[config.mk]
export PLATFORM = sky130hd
export DESIGN_NAME = tx_link_ctrl
export DESIGN_NICKNAME = d
export VERILOG_FILES = /design/src/rtl/tx_link_ctrl.sv
export SDC_FILE = /design/constraint.sdc
export NUM_CORES = 1
export LEC_CHECK = 0
export BUFFER_PORTS_ARGS = -buffer_cell sky130_fd_sc_hd__buf_2
export CAP_MARGIN = 15
export CORE_MARGIN = 5
export CORE_UTILIZATION = 40
export CTS_CLUSTER_DIAMETER = 100
export DETAILED_ROUTE_END_ITERATION = 8
export SLEW_MARGIN = 25
export SYNTH_ARGS = -nofsm -noshare
export SYNTH_HDL_FRONTEND = slang
export SYNTH_SLANG_ARGS = --single-unit
export TNS_END_PERCENT = 30
[constraint.sdc]
create_clock -name CLK -period 3.95 [get_ports CLK]
set_input_delay 0 -clock CLK [delete_from_list [all_inputs] [get_ports CLK]]
set_output_delay 0 -clock CLK [all_outputs]
set_load 0.02 [all_outputs]
[src/rtl/tx_link_ctrl.sv]
// Transmit link controller ahead of an 8b/10b encoder: alignment commas, SOF/EOF
// framing, underrun filler and periodic comma insertion so the receiver stays locked.
module tx_link_ctrl #(
  parameter int ALIGN_CNT    = 16,
  parameter int COMMA_PERIOD = 256
) (
  input  logic       CLK,
  input  logic       RST_N,
  input  logic       EN,
  input  logic [7:0] TX_DATA,
  input  logic       TX_VALID,
  input  logic       TX_LAST,
  output logic       TX_READY,
  output logic [7:0] ENC_DIN,
  output logic       ENC_KIN,
  output logic       LINK_UP
);

  localparam logic [7:0] K_COMMA = 8'hBC;
  localparam logic [7:0] K_SOF   = 8'hFB;
  localparam logic [7:0] K_EOF   = 8'hFD;

  localparam logic [2:0] ST_ALIGN = 3'd0;
  localparam logic [2:0] ST_IDLE  = 3'd1;
  localparam logic [2:0] ST_SOF   = 3'd2;
  localparam logic [2:0] ST_DATA  = 3'd3;
  localparam logic [2:0] ST_SKIP  = 3'd4;
  localparam logic [2:0] ST_EOF   = 3'd5;

  localparam logic [7:0] ALIGN_LAST = 8'(ALIGN_CNT - 1);
  localparam logic [9:0] RUN_MAX    = 10'(COMMA_PERIOD);
  localparam logic [9:0] RUN_DUE    = 10'(COMMA_PERIOD - 1);

  function automatic logic [7:0] sat_inc8(input logic [7:0] v);
    return (v == 8'hFF) ? v : v + 8'd1;
  endfunction

  function automatic logic [9:0] sat_inc_run(input logic [9:0] v);
    return (v >= RUN_MAX) ? RUN_MAX : v + 10'd1;
  endfunction

  logic [2:0] state_q, state_d;
  logic [7:0] align_cnt_q, align_cnt_d;
  logic [9:0] run_q, run_d;
  logic [7:0] din_q, din_d;
  logic       kin_q, kin_d;
  logic       link_up_q, link_up_d;
  logic [9:0] run_next;
  logic       comma_due;
  logic       xfer;

  assign comma_due = (run_q == RUN_DUE);
  assign run_next  = sat_inc_run(run_q);
  assign TX_READY  = (state_q == ST_DATA) && EN && !comma_due;
  assign xfer      = TX_VALID && TX_READY;

  // Each state's word is registered at the end of its cycle, so the output trails
  // the state by one clock; SKIP is entered on the word that makes the comma due.
  always_comb begin
    state_d     = state_q;
    align_cnt_d = 8'd0;
    din_d       = K_COMMA;
    kin_d       = 1'b1;
    link_up_d   = link_up_q;

    if (!EN && (state_q != ST_ALIGN)) begin
      state_d   = ST_ALIGN;
      link_up_d = 1'b0;
    end else begin
      case (state_q)
        ST_ALIGN: begin
          link_up_d = 1'b0;
          if (EN) begin
            if (align_cnt_q >= ALIGN_LAST) begin
              state_d   = ST_IDLE;
              link_up_d = 1'b1;
            end else begin
              align_cnt_d = sat_inc8(align_cnt_q);
            end
          end
        end
        ST_IDLE: begin
          if (TX_VALID) state_d = ST_SOF;
        end
        ST_SOF: begin
          din_d   = K_SOF;
          state_d = (run_next >= RUN_DUE) ? ST_SKIP : ST_DATA;
        end
        ST_DATA: begin
          if (xfer) begin
            din_d = TX_DATA;
            kin_d = 1'b0;
            if (TX_LAST)                   state_d = ST_EOF;
            else if (run_next >= RUN_DUE)  state_d = ST_SKIP;
          end
        end
        ST_SKIP: begin
          state_d = ST_DATA;
        end
        ST_EOF: begin
          din_d   = K_EOF;
          state_d = ST_IDLE;
        end
        default: begin
          state_d   = ST_ALIGN;
          link_up_d = 1'b0;
        end
      endcase
    end

    run_d = (kin_d && (din_d == K_COMMA)) ? 10'd0 : run_next;
  end

  always_ff @(posedge CLK or negedge RST_N) begin
    if (!RST_N) begin
      state_q     <= ST_ALIGN;
      align_cnt_q <= 8'd0;
      run_q       <= 10'd0;
      din_q       <= K_COMMA;
      kin_q       <= 1'b1;
      link_up_q   <= 1'b0;
    end else begin
      state_q     <= state_d;
      align_cnt_q <= align_cnt_d;
      run_q       <= run_d;
      din_q       <= din_d;
      kin_q       <= kin_d;
      link_up_q   <= link_up_d;
    end
  end

  assign ENC_DIN = din_q;
  assign ENC_KIN = kin_q;
  assign LINK_UP = link_up_q;

endmodule

After elaboration in Yosys (flattened, before gate mapping)
Index checks and enable logic that the tools add are counted.
{ "word_totals": {"reg_bits": 31, "input_bits": 13} }
{ "op_classes": {"n_lt_le_gt_ge": 3, "n_reduce_logical": 11, "mux": 26, "eq_ne": 15, "addsub": 2} }
{ "op_table": {"columns": ["operator", "count"], "rows": [
  ["$mux 8", 7],
  ["$mux 3", 8],
  ["$pmux 8 s3", 1],
  ["$mux 10", 2],
  ["$pmux 3 s6", 1],
  ["$eq 8x8->1 const B", 2],
  ["$add 10x1->10 const B", 1],
  ["$eq 10x8->1 const B", 1],
  ["$ge 10x8->1 const B", 1],
  ["$ge 10x9->1 const B", 1],
  ["$ne 3x3->1 const B", 3],
  ["$add 8x1->8 const B", 1],
  ["$ge 8x4->1 const B", 1],
  ["$eq 3x2->1 const B", 2],
  ["$eq 3x3->1 const B", 2],
  ["$mux 1", 6],
  ["$logic_and 1x1->1", 5],
  ["$ne 5x5->1 const B", 1],
  ["$reduce_and 5->1", 1],
  ["$reduce_or 5->1", 1],
  ["$ne 4x2->1 const B", 1],
  ["$eq 3x1->1 const B", 1],
  ["$logic_not 3->1", 1],
  ["$ne 3x2->1 const B", 1],
  ["4 further kinds", 5]
]} }

Longest topological paths before layout
Gate-level depths: netlist (run 1).
{ "depth": {"depth_word": 10, "depth_mapped": 6, "ltp_nobuf": 6} }

Least setup slack after synthesis (run 1)
Ideal clock, no wire load.
{ "synth_path": {"kind": "flip-flop to flip-flop", "startpoint": "register run_q[0]", "endpoint": "register state_q[2]", "setup_time_ns": 0.120, "arrival_ns": 1.653, "setup_slack_ns": 2.178, "n_path_buf": 0, "required_time_ns": 3.830, "synth_period_minus_slack_ns": 1.772, "path_stages_with_launch": 7, "path_cell_list": "dfrtp_1 -> ha_1 -> nor2b_1 -> maj3_2 -> a211oi_1 -> o21ai_0 -> and3b_1"} }
{ "synth_between": {"elab_chain_len": 6, "elab_cells_between_ends": 14, "cone_classes": "add/sub (1); order compare (2); eq/ne (3); mux (4); reduce/logical (4)"} }
{ "synth_rtl": {"columns": ["element", "line_no", "text"], "rows": [
  ["start: declaration", "44", "logic [9:0] run_q, run_d;"],
  ["start signal: assignment", "125", "run_q <= run_d;"],
  ["$add 10x1->10 (tied with other cells)", "39", "return (v >= RUN_MAX) ? RUN_MAX : v + 10'd1;"],
  ["$mux 10 / $logic_not 1->1 (equally long branches)", "39, 54", null],
  ["$ge 10x8->1 / $logic_and 1x1->1 (equally long branches)", "87, 94, 54", null],
  ["$mux 3 / $logic_and 1x1->1 (equally long branches)", "87, 55", null],
  ["$pmux 3 s6 / $ne 3x2->1 (equally long branches)", null, null],
  ["$mux 3 / $reduce_and 5->1 (equally long branches)", null, null],
  ["end signal: assignment", "123", "state_q <= state_d;"],
  ["end: declaration", "42", "logic [2:0] state_q, state_d;"]
]} }
Parallel ways exist; a longest one is shown, timed or not.
A chain may end at the register's enable or synchronous reset.

Final worst setup path (run 1)
Same ends and word-level chain as after synthesis.

==> flow_summary_export.csv, run 1 <==
group,metric,value,unit
drt,initialDrtViolationCount,128,
final_layout,final_net_count,198,
clock_network,worst_setup_hold_path_clk_slew,0.06,ns
global_route,grt_start_max_net_pins,32,
drt,drt_pass_1_iters,4,
sta,post-route-min-period,1.94,ns
critical_path,cp.arrival,2.11,ns
logic_synthesis,postSynth.asyncResetShare,1.00,
critical_path,timing.critical_path.required,4.12,ns
floorplanning,initial_core_util,0.408,
global_route,grt_util_all_layers,0.135,
clock_network,cts_made_buffers,5,
clock_network,clkSinkCount,31,
global_route,first_global_vias,1178,
floorplanning,core_region_area,3610,µm²
global_route,grt_antenna_before_repair,0,
placement,port_buffers,23,
logic_synthesis,postSynth.topFlopCell,"dfrtp_1",
critical_path,critical_path.startpoint_type,"flop",
logic_synthesis,synthesized_area_per_cell,10.1,µm²
clock_network,tritoncts,"yes",
pwr,cellLeakagePower,0.822,nW
final_layout,synthToLayoutAreaGrowth,23.8,%
drt,dr_total_vias,1159,
logic_synthesis,synthDistinctLibCells,42,
logic_synthesis,yosys_warnings,0,
critical_path,crit_path_cell_trace,"ha_1 -> nor2b_1 -> maj3_2 -> a211oi_1 -> o21ai_0 -> and3b_1",
final_layout,area_of_combinational_cells_with_multiple_inputs,653,µm²
sta,finalCritPeriodShare,0.491,
hold_path,holdPathEnd,"ENC_DIN[2]",
placement,detailedPlace.worstSlack,2.02,ns
hold_path,min-delay-path-class,"input port to flop",
drt,route.detailed.wl_per_inst,13.2,µm
sta,post-route-worst-setup-slack,2.01,ns
clock_network,postCtsHoldBufs,9,
clock_network,postCtsSetupBuffers,0,
job,max-cap-violations,0,
clock_network,cts_buffer_depth,2,
sta,finalSetupTns,0,ns
drt,count_of_unresolved_drc_violations_after_routing,0,
sta,slew_headroom,0.543,
global_route,grt.overflow.total,0,
logic_synthesis,synth-edff-count,0,
critical_path,rr_endpoint,"state_q[2]",
floorplanning,placement_rows,22,
logic_synthesis,yosysTopAreaCellShare,0.426,
clock_network,root_buffer,"clkbuf_8",
status,status,"completed",
placement,dpl.hpwl,2180,µm
logic_synthesis,post_synthesis_register_bit_count,31,
critical_path,critPathCaptureType,"flop",
critical_path,reg2reg_setup_slack,2.01,ns
critical_path,timing.critical_path.slowest_cell_delay,0.41,ns
critical_path,critical_path_class,"flop to flop",
final_layout,number_of_inserted_diodes,0,
drt,totalWireLength,3050,µm
pwr,power_density,443,nW/µm²
pwr,fin_total_pwr,0.000806,W
final_layout,register_area,783,µm²
floorplanning,floorplan.io_pins,24,
critical_path,worstReg2RegStart,"run_q[0]",
sta,worst-slew-pin-transition,0.685,ns
clock_network,cts.htree.levels,2,
critical_path,cp_slowest_cell,"dfrtp_1",
logic_synthesis,seq_area_frac_synth,0.533,
placement,place.gp.congestion,0.746,
logic_synthesis,netlist_instances,145,
logic_synthesis,synth_top_cells_by_area,"dfrtp_1, dfstp_2, nor2_1, nand2_1, xor2_1",
drt,final_antenna_net_count,0,
clock_network,post_cts_resized,0,
sta,grt_setup_unrepaired,"false",
sta,setup_viol_count_final,0,
logic_synthesis,post_synth_instance_area,1470,µm²
sta,report.final.hold_viol_count,0,
pwr,peakVddDrop,0.248,mV
drt,detail_route.vias_per_cell,5.00,
floorplanning,floorplan.die_area,4990,µm²
global_route,grt_first_pass_wirelength,5340,µm
final_layout,drive_gt1_frac,0.228,
critical_path,crit_fanout,4,
hold_path,hold_start,"TX_DATA[2]",
logic_synthesis,synthDominantAreaCellType,"dfrtp_1",
hold_path,hold_path_depth,3,
clock_network,insertion_delay,0.27,ns
final_layout,fillerInstances,342,
critical_path,r2r.worst_path.cells,6,
sta,achievable-frequency,515,MHz
sta,finalHoldWorstSlack,0.0406,ns
floorplanning,die_wd,70.6,µm
sta,finalMaxSlewViolations,0,
floorplanning,dieHeight,70.6,µm
sta,clock_skew,0.00422,ns
==> area by class of cell <==
| type | instances | area share |
|---|---|---|
| Sequential cell | 31 | 0.430 |
| Multi-Input combinational cell | 109 | 0.359 |
| Timing Repair Buffer | 32 | 0.113 |
| Clock buffer | 7 | 0.0529 |
| Tap cell | 48 | 0.0330 |
| Inverter | 4 | 0.00825 |
| Clock inverter | 1 | 0.00412 |
==> metal layers <==
metal / track usage / wire length, µm / up-vias / part of all wire
met2: 0.217 / 1450 / 39 / 0.47
li1: - / - / 569 / -
met4: 0.0543 / 49 / 0 / 0.016
met5: 0 / 0 / - / 0
met3: 0.0582 / 227 / 7 / 0.074
met1: 0.158 / 1330 / 544 / 0.43
==> critical path: cells and delay by family, from the launching register on <==
family	cells	cell delay, ns
AO/OA/AOI/OAI	2	0.45
adder cells (fa/ha/maj)	2	0.64
flip-flops	1	0.41
AND/OR/NAND/NOR	2	0.35
==> worst max-delay path by stage <==
stage                  start         end  slack (ns)  cells after the start
finish              run_q[0]  state_q[2]        2.01                      6
global route        run_q[0]  state_q[2]        1.90                      6
CTS                 run_q[0]  state_q[2]        2.00                      6
detailed placement  run_q[0]  state_q[2]        2.02                      6
global placement    run_q[0]  state_q[2]        2.11                      6
floorplan           run_q[0]  state_q[2]        2.18                      6
==> cell usage after synthesis, drive strengths merged, types with 4 or more instances <==
library cell,number
xor2,5
xnor2,4
o21ai,5
dfstp,6
a31oi,4
nand2b,6
a21oi,8
nand3,7
nor2,20
inv,4
dfrtp,25
nand2,12
==> power by group <==
part	leakage [nW]	internal, W	switching [W]
clock network	0.0505	0.000158	0.000112
registers	0.397	0.000343	0.0000432
logic	0.375	0.0000660	0.0000830
==> cell usage in the layout (no fill, tap or decap), types with 2 or more instances in the layout <==
cell type and instances:
dfrtp_1 25, dlygate4sd3_1 9, nand2_1 12, nor2b_1 3
xnor2_1 4, xor2_1 5, clkbuf_8 7, nor3b_1 2
nand3_1 7, dfstp_2 6, ha_1 2, conb_1 5
a21oi_1 8, a31oi_1 3, nand2b_1 6, and3b_1 2
a21o_1 2, nor2_1 20, nor3_1 2, inv_1 4
o21ai_0 5, nand4_1 2, or2_2 2, and3_1 2
buf_2 23
==> sequential cells by signal (all words and copies together) (netlist names) <==
name / cells
run_q: 10
ENC_DIN: 8
align_cnt_q: 8
state_q: 3
ENC_KIN: 1
LINK_UP: 1
==> kinds of logic after synthesis <==
| kind of cell | after synthesis | synth area share |
|---|---|---|
| DFF | 31 | 0.533 |
| xor gates and xnor gates | 9 | 0.0536 |
| AOI/OAI and AO/OA | 27 | 0.127 |
| and+or+nand+nor | 65 | 0.226 |
| other | 1 | 0.00255 |
| adders and majority gates | 3 | 0.0247 |
| buffers and inverters | 9 | 0.0332 |
==> through the flow <==
step / cells / cell area, µm² / utilization
2_1_floorplan: 149 / 1490 / -
3_3_place_gp: 215 / 1630 / 0.451
3_5_place_dp: 215 / 1630 / 0.451
4_1_cts: 232 / 1820 / 0.505
5_1_grt: 232 / 1820 / 0.505
6_report: 232 / 1820 / 0.505
(Power assumes the default switching activity.)
==> inputs of run 2 (changes only) <==
==> constraint.sdc (replaced) <==
create_clock -name CLK -period 1.9 [get_ports CLK]
set_input_delay 0 -clock CLK [delete_from_list [all_inputs] [get_ports CLK]]
set_output_delay 0 -clock CLK [all_outputs]
set_load 0.02 [all_outputs]
==> run 2 against run 1 <==
  * Final cell count grew 2.2%
  * Hold slack lost 0.0074 ns
  * Largest cell class unchanged
  * Sequential share of layout area down 1.0 points
  * Largest power group unchanged
  * Clock power increased by 130%
  * Critical endpoint is now state_q[0]
  * Flip-flop and latch count is the same
==> flow_summary_export.csv, run 2 (synthesized netlist as in run 1, its figures left out) <==
group,metric,value,unit
status,status,"completed",
critical_path,rr_endpoint,"state_q[0]",
placement,port_buffers,23,
sta,clock_skew,0.00859,ns
final_layout,synthToLayoutAreaGrowth,26.9,%
critical_path,critical_path_class,"flop to flop",
global_route,grt_util_all_layers,0.137,
final_layout,final_net_count,203,
global_route,first_global_vias,1219,
sta,report.final.hold_viol_count,0,
sta,slew_headroom,0.547,
final_layout,layout.core_utilization,0.517,
final_layout,largest_register_ff_count,10,
drt,final_antenna_net_count,0,
critical_path,crit_path_cell_trace,"ha_1 -> nor2b_1 -> maj3_2 -> o211a_1 -> o32a_1 -> o31ai_1",
clock_network,insertion_delay,0.27,ns
sta,setup_viol_count_final,0,
clock_network,cts.htree.levels,2,
global_route,grt_start_max_net_pins,32,
final_layout,most-common-layout-cells,"dfrtp_1, buf_2, nor2_1",
critical_path,timing.critical_path.required,2.08,ns
final_layout,finish.cell_count_without_fillers,237,
critical_path,critPathCaptureType,"flop",
critical_path,cp_slowest_cell,"dfrtp_1",
drt,dr_total_vias,1199,
drt,detail_route.vias_per_cell,5.06,
final_layout,drive_gt1_frac,0.243,
sta,grt_setup_unrepaired,"true",
critical_path,reg2reg_setup_slack,0.06,ns
critical_path,timing.critical_path.slowest_cell_delay,0.38,ns
global_route,grt.overflow.total,0,
sta,finalSetupTns,0,ns
drt,drt_pass_1_iters,4,
pwr,power_density,949,nW/µm²
pwr,cellLeakagePower,0.851,nW
clock_network,root_buffer,"clkbuf_8",
drt,totalWireLength,3280,µm
sta,finalMaxSlewViolations,0,
sta,post-route-min-period,1.84,ns
pwr,fin_total_pwr,0.00177,W
floorplanning,floorplan.die_area,4990,µm²
sta,achievable-frequency,544,MHz
clock_network,cts_made_buffers,5,
floorplanning,die_wd,70.6,µm
hold_path,min-delay-path-class,"input port to flop",
floorplanning,floorplan.io_pins,24,
clock_network,tritoncts,"yes",
floorplanning,core_region_area,3610,µm²
global_route,grt_antenna_before_repair,0,
floorplanning,initial_core_util,0.408,
placement,place.gp.congestion,0.769,
hold_path,holdPathEnd,"ENC_DIN[2]",
drt,route.detailed.wl_per_inst,13.8,µm
placement,placedCellCount,219,
clock_network,clkSinkCount,31,
sta,worst-slew-pin-transition,0.679,ns
clock_network,cts_buffer_depth,2,
critical_path,worstReg2RegStart,"run_q[1]",
critical_path,r2r.worst_path.cells,6,
sta,finalCritPeriodShare,0.967,
final_layout,register_ranked_first_by_flip_flop_count,"run_q",
critical_path,cp.arrival,2.02,ns
critical_path,critical_path.startpoint_type,"flop",
critical_path,crit_fanout,3,
clock_network,worst_setup_hold_path_clk_slew,0.07,ns
floorplanning,dieHeight,70.6,µm
hold_path,hold_path_depth,3,
floorplanning,placement_rows,22,
final_layout,mostFrequentLayoutCell,"dfrtp_1",
global_route,grt_first_pass_wirelength,5390,µm
job,max-cap-violations,0,
final_layout,number_of_inserted_diodes,0,
drt,count_of_unresolved_drc_violations_after_routing,0,
hold_path,hold_start,"TX_DATA[2]",
placement,dpl.hpwl,2320,µm
drt,initialDrtViolationCount,51,
pwr,peakVddDrop,0.364,mV
[run 2: cell types whose count changed in the layout (fill, tap and decap cells not counted), sizes merged]
cell,change
clkinvlp,-1
bufinv,+1
buf,+5
[run 2: routing by layer]
layer,vias up,GRT usage,wire length [µm]
met1,576,0.153,1380
li1,578,-,-
met3,6,0.0469,210
met2,39,0.237,1640
met4,0,0.0605,48
met5,-,0,0
[run 2: power breakdown]
| part | internal, W | switching (W) | total [W] |
|---|---|---|---|
| registers | 0.000714 | 0.0000485 | 0.000763 |
| clock network | 0.000392 | 0.000228 | 0.000620 |
| logic | 0.000162 | 0.000226 | 0.000388 |
| total | 0.00127 | 0.000502 | 0.00177 |
[run 2: final cells by class]
type,instances,area (µm²)
Fill cell,342,1740
Sequential cell,31,783
Multi-Input combinational cell,109,658
Timing Repair Buffer,37,243
Clock buffer,7,76.3
Tap cell,48,60.1
Clock inverter,1,30.0
Inverter,4,15.0
[run 2: worst max path at each step]
stage | from | to | cells after the start
after floorplan | run_q[0] | state_q[2] | 6
after global placement | run_q[0] | state_q[2] | 6
after detailed placement | run_q[0] | state_q[2] | 6
after CTS | run_q[0] | state_q[2] | 6
after global routing | run_q[1] | state_q[0] | 6
final | run_q[1] | state_q[0] | 6
[run 2: repair_timing]
action / in CTS / in global routing
hold endpoints to repair: 33 / 0
setup buffers: 0 / 1
hold buffers: 9 / 0
endpoints found under the setup margin: 0 / 2
resized for setup: 0 / 1
[run 2: worst max-delay path, delay by kind of cell (launching register included)]
kind                     cells  cell delay, ns
AND/OR/NAND/NOR              1            0.13
adder cells (fa/ha/maj)      2            0.63
flip-flops                   1            0.38
AO/OA/AOI/OAI                3            0.61
[run 2: per-stage QoR]
stage          setup slack [ns]  hold WS [ns]  instance area (µm²)
6_report                 0.0624        0.0332                 1870
5_1_grt                 -0.0212        0.0292                 1870
4_1_cts                  0.0585        0.0267                 1850
3_5_place_dp             0.0740        0.0861                 1660
3_3_place_gp              0.107        0.0755                 1660
2_1_floorplan             0.128        -0.296                 1490
==> inputs of run 3 (changes only) <==
--- a/config.mk
+++ b/config.mk
@@ -11,6 +11,7 @@
 export CORE_UTILIZATION = 40
 export CTS_CLUSTER_DIAMETER = 100
 export DETAILED_ROUTE_END_ITERATION = 8
+export MAX_ROUTING_LAYER = met4
 export SLEW_MARGIN = 25
 export SYNTH_ARGS = -nofsm -noshare
 export SYNTH_HDL_FRONTEND = slang
==> constraint.sdc (replaced) <==
create_clock -name CLK -period 1.71 [get_ports CLK]
set_input_delay 0 -clock CLK [delete_from_list [all_inputs] [get_ports CLK]]
set_output_delay 0 -clock CLK [all_outputs]
set_load 0.02 [all_outputs]
==> run 3 against run 2 <==
  * Final cell count up 0.84%
  * Sequential power rose by 11%
  * Combinational power increased by 12%
  * Flip-flop and latch count stayed put
  * Clock power down 9.8%
  * First-iteration DRC count grew 35%
  * Largest power group unchanged
  * Non-clock buffer count grew 2
  * Register-to-register slack got worse by 0.19 ns
  * Die area is the same
  * Wire length shrank 7.8%
  * Via count fell by 1.0%
  * The flow now finishes with violations (negative setup slack)
  * Global-route usage barely moved
  * Critical path type unchanged
==> flow_summary_export.csv, run 3 (synthesized netlist as in run 1, its figures left out) <==
group,metric,value,unit
status,status,"finished, violations left",
status,violations,"negative setup slack",
sta,post-route-worst-setup-slack,-0.126,ns
placement,detailedPlace.worstSlack,-0.0758,ns
critical_path,timing.critical_path.required,1.90,ns
final_layout,synthToLayoutAreaGrowth,26.8,%
global_route,grt_first_pass_wirelength,5280,µm
placement,dpl.hpwl,2260,µm
clock_network,tritoncts,"yes",
clock_network,cts_buffer_depth,2,
floorplanning,floorplan.io_pins,24,
critical_path,timing.critical_path.slowest_cell_delay,0.38,ns
floorplanning,dieHeight,70.6,µm
clock_network,cts.htree.levels,2,
pwr,fin_total_pwr,0.00184,W
critical_path,critPathCaptureType,"flop",
final_layout,mostFrequentLayoutCell,"dfrtp_1",
drt,detail_route.vias_per_cell,4.97,
critical_path,worst_setup_path_endpoint,"state_q[0]",
critical_path,crit_fanout,3,
critical_path,critical_path_buf_inv_count,0,
clock_network,cts_made_buffers,5,
placement,place.gp.congestion,0.895,
sta,finalCritPeriodShare,1.07,
critical_path,crit_path_cell_trace,"ha_1 -> nor2b_1 -> maj3_2 -> o211a_1 -> o32a_1 -> o31ai_2",
job,max-cap-violations,0,
clock_network,postCtsSetupBuffers,0,
placement,port_buffers,23,
sta,slew_headroom,0.544,
global_route,first_global_vias,1172,
critical_path,family_with_the_most_delay_on_the_worst_path,"adder cells",
floorplanning,core_region_area,3610,µm²
clock_network,insertion_delay,0.28,ns
final_layout,final_net_count,205,
sta,finalMaxSlewViolations,0,
global_route,grt_antenna_before_repair,0,
floorplanning,initial_core_util,0.408,
sta,post-route-min-period,1.84,ns
sta,setup_viol_count_final,2,
drt,final_antenna_net_count,0,
critical_path,cp_slowest_cell,"dfrtp_1",
critical_path,worstReg2RegStart,"run_q[1]",
critical_path,rr_endpoint,"state_q[0]",
critical_path,critical_path_class,"flop to flop",
global_route,grt_start_max_net_pins,32,
pwr,power_density,989,nW/µm²
hold_path,min-delay-path-class,"input port to flop",
final_layout,largest_register_ff_count,10,
sta,achievable-frequency,545,MHz
final_layout,register_ranked_first_by_flip_flop_count,"run_q",
floorplanning,die_wd,70.6,µm
critical_path,cp.arrival,2.03,ns
sta,grt_setup_unrepaired,"true",
clock_network,worst_setup_hold_path_clk_slew,0.07,ns
sta,clock_skew,0.00686,ns
drt,count_of_unresolved_drc_violations_after_routing,0,
drt,route.detailed.wl_per_inst,12.6,µm
critical_path,r2r.worst_path.cells,6,
global_route,grt.overflow.total,0,
clock_network,clkSinkCount,31,
final_layout,fillerInstances,341,
critical_path,critical_path.startpoint_type,"flop",
clock_network,root_buffer,"clkbuf_8",
sta,report.final.hold_viol_count,0,
floorplanning,floorplan.die_area,4990,µm²
drt,initialDrtViolationCount,69,
pwr,cellLeakagePower,0.853,nW
critical_path,path_depth,6,
final_layout,most-common-layout-cells,"dfrtp_1, buf_2, nor2_1",
critical_path,reg2reg_setup_slack,-0.13,ns
final_layout,drive_gt1_frac,0.262,
final_layout,number_of_inserted_diodes,0,
drt,dr_total_vias,1187,
critical_path,critPathLaunch,"run_q[1]",
drt,drt_pass_1_iters,4,
sta,worst-slew-pin-transition,0.684,ns
global_route,grt_util_all_layers,0.138,
floorplanning,placement_rows,22,
pwr,peakVddDrop,0.593,mV
sta,finalSetupTns,-0.138,ns
drt,totalWireLength,3020,µm
-- run 3: cell types whose count changed in the layout (fill, tap and decap cells not counted), sizes merged --
| cell | change |
|---|---|
| bufinv | -1 |
| clkbuf | -1 |
| clkinvlp | +1 |
| buf | +2 |
| clkinv | +1 |
-- run 3: worst min-delay path: stages --
cell and delay [ns]:
buf_2 0.08, nand2b_1 0.09, a21o_1 0.10
-- run 3: worst min-delay path by stage --
| stage | start | end | slack (ns) | cells after the start |
|---|---|---|---|---|
| floorplan | RST_N | ENC_DIN[0] | -0.30 | 0 |
| global placement | RST_N | state_q[2] | 0.06 | 1 |
| detailed placement | RST_N | state_q[2] | 0.08 | 1 |
| CTS | TX_DATA[2] | ENC_DIN[2] | 0.01 | 3 |
| global route | TX_DATA[2] | ENC_DIN[2] | 0.04 | 3 |
| finish | TX_DATA[2] | ENC_DIN[2] | 0.02 | 3 |
-- run 3: repair_timing --
action                                  CTS  global route
endpoints found under the setup margin    2            10
gates cloned                              0             0
resized for setup                         1             2
pin swaps                                 1             0
hold endpoints to repair                 33             0
hold buffers                              9             0
-- run 3: routing by layer --
metal / track usage / part of all wire / vias up / wire [µm]
met5: - / 0 / - / 0
met4: 0.0689 / 0.020 / 0 / 60
met3: 0.0455 / 0.055 / 6 / 166
met2: 0.216 / 0.50 / 23 / 1510
met1: 0.158 / 0.43 / 576 / 1290
li1: - / - / 582 / -
-- run 3: area by class of cell --
cell class / count / area, µm² / share of cell area
clock inverters: 2 / 12.5 / 0.00671
well taps: 48 / 60.1 / 0.0322
repair buffers: 39 / 258 / 0.138
multi-input cells: 109 / 663 / 0.356
flip-flops and latches: 31 / 783 / 0.420
inverters: 4 / 15.0 / 0.00805
clock buffers: 6 / 72.6 / 0.0389
-- run 3: power breakdown --
part           leakage, nW  internal [W]  switching [W]  total, W
logic                0.415      0.000188       0.000248  0.000436
clock network       0.0412      0.000284       0.000275  0.000559
registers            0.397      0.000794      0.0000551  0.000849
total                0.853       0.00127       0.000578   0.00184
-- run 3: metrics by stage --
| step | util | area, µm² | hold slack (ns) | std cells |
|---|---|---|---|---|
| 2_1_floorplan | - | 1490 | -0.296 | 149 |
| 3_3_place_gp | 0.467 | 1680 | 0.0637 | 222 |
| 3_5_place_dp | 0.467 | 1680 | 0.0828 | 222 |
| 4_1_cts | 0.516 | 1860 | 0.00994 | 239 |
| 5_1_grt | 0.517 | 1860 | 0.0434 | 239 |
| 6_report | 0.517 | 1860 | 0.0181 | 239 |
